==> config.mk <==
export PLATFORM = sky130hd
export DESIGN_NAME = host_rx_fifo_flat
export DESIGN_NICKNAME = d
export VERILOG_FILES = /design/src/rtl/host_rx_fifo_if.sv /design/src/rtl/host_rx_fifo.sv /design/src/flat_wrapper.sv
export SDC_FILE = /design/constraint.sdc
export NUM_CORES = 1
export LEC_CHECK = 0
export ABC_AREA = 1
export CAP_MARGIN = 20
export CORE_ASPECT_RATIO = 0.6
export CORE_UTILIZATION = 41
export DETAILED_ROUTE_END_ITERATION = 6
export SETUP_SLACK_MARGIN = 0.2
export SLEW_MARGIN = 25
export SYNTH_ARGS = -nofsm -noshare
export SYNTH_HDL_FRONTEND = slang
export SYNTH_SLANG_ARGS = --single-unit
==> constraint.sdc <==
create_clock -name clk -period 2.7 [get_ports clk]
set_clock_uncertainty 0.05 [all_clocks]
set_input_delay 0.27 -clock clk [delete_from_list [all_inputs] [get_ports clk]]
set_output_delay 0.27 -clock clk [all_outputs]
set_load 0.01 [all_outputs]
==> src/rtl/host_rx_fifo_if.sv <==
// Host-to-target byte FIFO bundle: host valid/ready push side, show-ahead pop side
// toward the m68k glue, plus occupancy and sticky underflow status.
interface host_rx_fifo_if #(
  parameter int WIDTH      = 8,
  parameter int DEPTH_LOG2 = 4
);
  logic [WIDTH-1:0]    in_data;
  logic                in_valid;
  logic                in_ready;
  logic [WIDTH-1:0]    TX_data;
  logic                TXE;
  logic                TX_read;
  logic [DEPTH_LOG2:0] level;
  logic                underflow;
  logic                clr_flags;

  modport master (
    output in_data, in_valid, TX_read, clr_flags,
    input  in_ready, TX_data, TXE, level, underflow
  );

  modport slave (
    input  in_data, in_valid, TX_read, clr_flags,
    output in_ready, TX_data, TXE, level, underflow
  );
endinterface

==> src/rtl/host_rx_fifo.sv <==
// Byte FIFO feeding host bytes to the m68k glue. Show-ahead output register holds
// the head byte; a rising edge on TX_read pops one entry. Full/empty come from level.
module host_rx_fifo #(
  parameter int WIDTH      = 8,
  parameter int DEPTH_LOG2 = 4
) (
  input logic           clk,
  input logic           rstn,
  host_rx_fifo_if.slave bus
);
  localparam int DEPTH = 2 ** DEPTH_LOG2;
  localparam logic [DEPTH_LOG2:0]   LVL_FULL = DEPTH[DEPTH_LOG2:0];
  localparam logic [DEPTH_LOG2:0]   LVL_ZERO = {(DEPTH_LOG2+1){1'b0}};
  localparam logic [DEPTH_LOG2:0]   LVL_ONE  = {{DEPTH_LOG2{1'b0}}, 1'b1};
  localparam logic [DEPTH_LOG2-1:0] PTR_ONE  = {{(DEPTH_LOG2-1){1'b0}}, 1'b1};

  logic [WIDTH-1:0]      r_mem [DEPTH];
  logic [DEPTH_LOG2-1:0] r_wr_ptr;
  logic [DEPTH_LOG2-1:0] r_rd_ptr;
  logic [DEPTH_LOG2:0]   r_level;
  logic                  r_rd_q;
  logic                  r_underflow;
  logic                  r_in_ready;
  logic [WIDTH-1:0]      r_tx_data;
  logic                  r_txe;

  logic                  w_push;
  logic                  w_pop_ev;
  logic                  w_empty;
  logic                  w_pop;
  logic                  w_uf_set;
  logic [DEPTH_LOG2-1:0] w_wr_ptr_nxt;
  logic [DEPTH_LOG2-1:0] w_rd_ptr_nxt;
  logic [DEPTH_LOG2:0]   w_level_after_pop;
  logic [DEPTH_LOG2:0]   w_level_nxt;
  logic [WIDTH-1:0]      w_head_nxt;
  logic                  w_underflow_nxt;

  // Next-state for pointers, level, head byte and underflow flag
  always_comb begin
    w_push            = bus.in_valid & r_in_ready;
    w_pop_ev          = bus.TX_read & ~r_rd_q;
    w_empty           = (r_level == LVL_ZERO);
    w_pop             = w_pop_ev & ~w_empty;
    w_uf_set          = w_pop_ev & w_empty;
    w_wr_ptr_nxt      = r_wr_ptr;
    w_rd_ptr_nxt      = r_rd_ptr;
    w_level_after_pop = r_level;
    w_level_nxt       = r_level;
    w_head_nxt        = r_tx_data;
    w_underflow_nxt   = r_underflow;

    if (w_push) begin
      w_wr_ptr_nxt = r_wr_ptr + PTR_ONE;
    end else begin
      w_wr_ptr_nxt = r_wr_ptr;
    end

    if (w_pop) begin
      w_rd_ptr_nxt      = r_rd_ptr + PTR_ONE;
      w_level_after_pop = r_level - LVL_ONE;
    end else begin
      w_rd_ptr_nxt      = r_rd_ptr;
      w_level_after_pop = r_level;
    end

    if (w_push) begin
      w_level_nxt = w_level_after_pop + LVL_ONE;
    end else begin
      w_level_nxt = w_level_after_pop;
    end

    // A byte landing in an otherwise empty queue is not yet in r_mem: bypass it
    if (w_level_nxt == LVL_ZERO) begin
      w_head_nxt = r_tx_data;
    end else if (w_push && (w_level_after_pop == LVL_ZERO)) begin
      w_head_nxt = bus.in_data;
    end else begin
      w_head_nxt = r_mem[w_rd_ptr_nxt];
    end

    if (w_uf_set) begin
      w_underflow_nxt = 1'b1;
    end else if (bus.clr_flags) begin
      w_underflow_nxt = 1'b0;
    end else begin
      w_underflow_nxt = r_underflow;
    end
  end

  // Storage write; contents are intentionally not reset
  always_ff @(posedge clk) begin
    if (w_push) begin
      r_mem[r_wr_ptr] <= bus.in_data;
    end
  end

  // Control and output registers with synchronous active-low reset
  always_ff @(posedge clk) begin
    if (!rstn) begin
      r_wr_ptr    <= {DEPTH_LOG2{1'b0}};
      r_rd_ptr    <= {DEPTH_LOG2{1'b0}};
      r_level     <= LVL_ZERO;
      r_rd_q      <= 1'b0;
      r_underflow <= 1'b0;
      r_in_ready  <= 1'b0;
      r_tx_data   <= {WIDTH{1'b0}};
      r_txe       <= 1'b1;
    end else begin
      r_wr_ptr    <= w_wr_ptr_nxt;
      r_rd_ptr    <= w_rd_ptr_nxt;
      r_level     <= w_level_nxt;
      r_rd_q      <= bus.TX_read;
      r_underflow <= w_underflow_nxt;
      r_in_ready  <= (w_level_nxt != LVL_FULL);
      r_tx_data   <= w_head_nxt;
      r_txe       <= (w_level_nxt == LVL_ZERO);
    end
  end

  assign bus.in_ready  = r_in_ready;
  assign bus.TX_data   = r_tx_data;
  assign bus.TXE       = r_txe;
  assign bus.level     = r_level;
  assign bus.underflow = r_underflow;
endmodule

==> src/flat_wrapper.sv <==
// flat-port wrapper written by rule: the top's interface ports become plain ports
module host_rx_fifo_flat 
#(
  parameter int WIDTH      = 8,
  parameter int DEPTH_LOG2 = 4
)
  (clk, rstn, bus_in_data, bus_in_valid, bus_TX_read, bus_clr_flags, bus_in_ready, bus_TX_data, bus_TXE, bus_level, bus_underflow);
  host_rx_fifo_if #(.WIDTH(WIDTH), .DEPTH_LOG2(DEPTH_LOG2)) bus_i ();
  input logic clk;
  input logic rstn;
  input wire logic [$bits(bus_i.in_data)-1:0] bus_in_data;
  input wire logic [$bits(bus_i.in_valid)-1:0] bus_in_valid;
  input wire logic [$bits(bus_i.TX_read)-1:0] bus_TX_read;
  input wire logic [$bits(bus_i.clr_flags)-1:0] bus_clr_flags;
  output wire logic [$bits(bus_i.in_ready)-1:0] bus_in_ready;
  output wire logic [$bits(bus_i.TX_data)-1:0] bus_TX_data;
  output wire logic [$bits(bus_i.TXE)-1:0] bus_TXE;
  output wire logic [$bits(bus_i.level)-1:0] bus_level;
  output wire logic [$bits(bus_i.underflow)-1:0] bus_underflow;
  assign bus_i.in_data = bus_in_data;
  assign bus_i.in_valid = bus_in_valid;
  assign bus_i.TX_read = bus_TX_read;
  assign bus_i.clr_flags = bus_clr_flags;
  assign bus_in_ready = bus_i.in_ready;
  assign bus_TX_data = bus_i.TX_data;
  assign bus_TXE = bus_i.TXE;
  assign bus_level = bus_i.level;
  assign bus_underflow = bus_i.underflow;
  host_rx_fifo #(.WIDTH(WIDTH), .DEPTH_LOG2(DEPTH_LOG2)) u_core (.clk(clk), .rstn(rstn), .bus(bus_i));
endmodule
==> reports/qor.txt, run 1 <==
========================================================================================
Layer with the highest usage after global routing                                   met1
Clk slew on worst S/H paths                                                      0.06 ns
Final setup violation count                                                            0
Number of failing hold endpoints at the final stage                                    0
Number of input and output port buffers inserted                                      28
Critical path cell sequence                                                 inv_2 -> ha_4 -> nand3_4 -> nand2_4 -> nand2_4 -> nand2_2 -> ha_1 -> o21ai_2 -> nand2_1 -> a21oi_4 -> nand3_4 -> nor2_8 -> nand2_1 -> o21ai_1
Cell type contributing the most total cell area after synthesis             sky130_fd_sc_hd__edfxtp_1
Violation count after the first detailed-route iteration                             470
Clock tree from TritonCTS                                                            yes
Setup repair after global routing missed its margin                                false
Sum of routed wire length over all layers                                        17.7 mm
Max VDD drop                                                                    0.409 mV
Met1 demand-to-capacity share in global routing                                    32.4%
Launching point of the worst reg2reg path                                   u_core.bus.level[1]$_SDFF_PN0_
Per-instance average area after synthesis                                       10.2 um2
Commonest cells post-synth                                                  sky130_fd_sc_hd__nand2_1 (159), sky130_fd_sc_hd__edfxtp_1 (128), sky130_fd_sc_hd__nand3_1 (126)
Hold wc startpoint                                                           bus_TX_read
Post-synth net total                                                                 700
Critical path required time                                                      3.00 ns
Layout cell share with drive strength beyond 1                                     14.7%
Clock insertion delay at the later pin of the skew report                        0.42 ns
Full die area                                                                  17400 um2
Starting utilization of the core area                                              42.3%
# hold bufs at CTS                                                                     0
Crit end category                                                               register
Number of enable flip-flop cells after synthesis                                     128
First drt pass iteration count                                                         5
Power density normalized to cell area                                         845 nW/um2
H-tree depth reported by CTS                                                           4
Startpoint of the most critical setup path                                  u_core.bus.level[1]$_SDFF_PN0_
Max Fanout on Critical Path                                                            8
DR vias/cell                                                                        5.16
Number of nets in the layout                                                         761
Final worst-path setup slack                                                    0.347 ns
TritonCTS buffer count                                                                17
Placer Congestion                                                                  0.817
Post-synthesis cell count                                                            680
N_diodes                                                                               0
Library cell with the highest instance count after synthesis                sky130_fd_sc_hd__nand2_1
Number of clock sinks seen by CTS                                                    153
Routed len/inst                                                                  18.0 um
Sequential element share of the synthesized area                                   62.8%
Number of global-route vias before repair                                           4867
Prevailing post-synth register cell                                         sky130_fd_sc_hd__edfxtp_1
Via total after detailed routing                                                    5067
Post-route standard cell area excluding fillers                                 8440 um2
Max_slew headroom                                                                  48.7%
Die height                                                                        103 um
Slew at the pin closest to its max-slew limit                                   0.767 ns
Number of DRC violations after detailed routing                                        0
Met3 layer usage reported by global route                                          4.41%
Root cell of the clock tree                                                 sky130_fd_sc_hd__clkbuf_16
Antenna violations before repair                                                       0
Number of nets still failing antenna checks after routing                              0
Cell area after placement                                                       7690 um2
I/O pin count                                                                         29
Worst path slowest cell                                                     sky130_fd_sc_hd__dfxtp_1
Worst Hold Class                                                               in -> reg
Wire length of the first global-routing pass                                     27.2 mm
Cells taking the most area after synthesis                                  sky130_fd_sc_hd__edfxtp_1 (56%), sky130_fd_sc_hd__nand3_1 (9.1%), sky130_fd_sc_hd__nand2_1 (8.6%)
Synth async-reset ratio                                                               0%
Die X-Extent                                                                      170 um
Fraction of synthesized cell area taken by the top area cell type                  55.5%
Post-synthesis instance area                                                    6920 um2
Distinct cell type count of the synthesized netlist                                   33
Outcome                                                                     finished clean
GRT Util Overall                                                                   21.4%
Growth of design area from synthesis to finish                                     22.0%
Global-route met2 utilization                                                      31.1%
Site Rows                                                                             36
Post-DP HPWL                                                                     11.6 mm
Class of the most critical setup path                                         reg -> reg
Crit path DAT                                                                    2.65 ns
Total overflow reported by the global router                                           0
Placeable core area                                                            16400 um2
Startpoint types                                                                register
LEAKAGE                                                                          3.38 nW
Portion of the clock cycle consumed by the worst path in the final layout          87.1%
Max capacitance violation total                                                        0
Pin count of the biggest net entering global routing                                  57
Final worst path period need                                                     2.35 ns
Total of flip-flops plus latches after synthesis                                     153
F_max                                                                            425 MHz
Worst-case clock buffer depth                                                          2
Share of the core filled with cells in the final layout                            51.6%
Worst slack, placed                                                            -0.185 ns
Slew Limit Fails                                                                       0
Synth warn                                                                             0
Slowest cell delay on critical path                                              0.37 ns
========================================================================================
-- worst max-delay path, delay by kind of cell, from the launching register on --
kind,cells,cell delay (ns)
adder cells (fa/ha/maj),2,0.46
AO/OA/AOI/OAI,3,0.42
flip-flops,1,0.37
buffers and inverters,1,0.09
AND/OR/NAND/NOR,8,0.87
-- worst paths after layout --
| check | endpoint | slack [ns] | depth (start not counted) |
|---|---|---|---|
| worst max register to register | u_core.bus.TX_data[6]$_SDFFE_PN0P_ | 0.35 | 14 |
| worst min register to register | u_core.bus.TX_data[4]$_SDFFE_PN0P_ | 0.41 | 2 |
| worst min-delay path | u_core.r_rd_q$_SDFF_PN0_ | 0.39 | 3 |
| worst max-delay path | u_core.bus.TX_data[6]$_SDFFE_PN0P_ | 0.35 | 14 |
-- cell families after synthesis --
| group | after synthesis | synth area share (%) |
|---|---|---|
| AO/OA/AOI/OAI | 31 | 2.82 |
| XOR/XNOR | 3 | 0.488 |
| buffers and inverters | 108 | 6.44 |
| adder cells (fa/ha/maj) | 7 | 1.27 |
| AND/OR/NAND/NOR | 378 | 26.2 |
| flip-flops | 153 | 62.8 |
-- layer usage --
metal	routed length (um)	up-vias
li1	-	2416
met1	8870	2487
met2	7510	150
met3	1200	14
met4	90	0
met5	0	-
-- layout make-up --
class / count / area [um2]
timing repair buffer: 72 / 703
clock buffer: 19 / 443
fill: 1475 / 7910
multi-input combinational: 420 / 2200
sequential: 153 / 4350
clock inverter: 13 / 169
tap: 228 / 285
inverter: 77 / 293
-- what timing repair did --
item | in CTS | in global routing
pin swaps | 1 | 1
setup buffers | 5 | 0
setup endpoints to repair | 9 | 10
gates resized for setup | 7 | 10
gates cloned | 1 | 1
-- layout by cell type, fill, tap and decap left out, drive strengths merged, types with 17 or more instances in the layout --
cell           netlist  final
nand2              169    169
nand3              129    130
edfxtp             128    128
inv                 77     79
buf                 24     43
nor2                42     42
nand3b              34     34
clkdlybuf4s50        0     28
dfxtp               25     25
clkbuf               7     20
o21ai               17     17
-- state kept, by name, summed over array words and instances (netlist names) --
name and flops:
u_core.bus.TX_data 8, u_core.bus.underflow 1, u_core.r_mem 128, u_core.r_rd_ptr 4, u_core.bus.TXE 1, u_core.r_wr_ptr 4, u_core.r_rd_q 1, u_core.bus.level 5
u_core.bus.in_ready 1
-- through the flow --
stage | TNS (ns) | hold slack (ns) | instances | power [mW]
detailed placement | -0.725 | 0.397 | 943 | 4.57
global route | 0 | 0.399 | 982 | 7.47
finish | 0 | 0.388 | 982 | 7.13
floorplan | 0 | 0.313 | 680 | 3.87
global placement | -0.161 | 0.396 | 943 | 4.53
CTS | 0 | 0.370 | 981 | 7.08
-- power by group --
part | total (mW) | internal (mW) | switching, mW | leakage (nW)
clock | 2.47 | 1.49 | 0.977 | 0.288
combinational | 1.94 | 0.741 | 1.20 | 1.73
sequential | 2.73 | 2.66 | 0.0705 | 1.36
total | 7.13 | 4.89 | 2.25 | 3.38
Power figures use the tool's default switching activity.
==> run 2: changes to the inputs <==
--- a/config.mk
+++ b/config.mk
@@ -11,6 +11,7 @@
 export CORE_UTILIZATION = 41
 export DETAILED_ROUTE_END_ITERATION = 6
 export SETUP_SLACK_MARGIN = 0.2
+export SKIP_LAST_GASP = 1
 export SLEW_MARGIN = 25
 export SYNTH_ARGS = -nofsm -noshare
 export SYNTH_HDL_FRONTEND = slang
==> results of run 2 <==
Same layout as run 1: the final DEF is identical, and so are final timing and power.
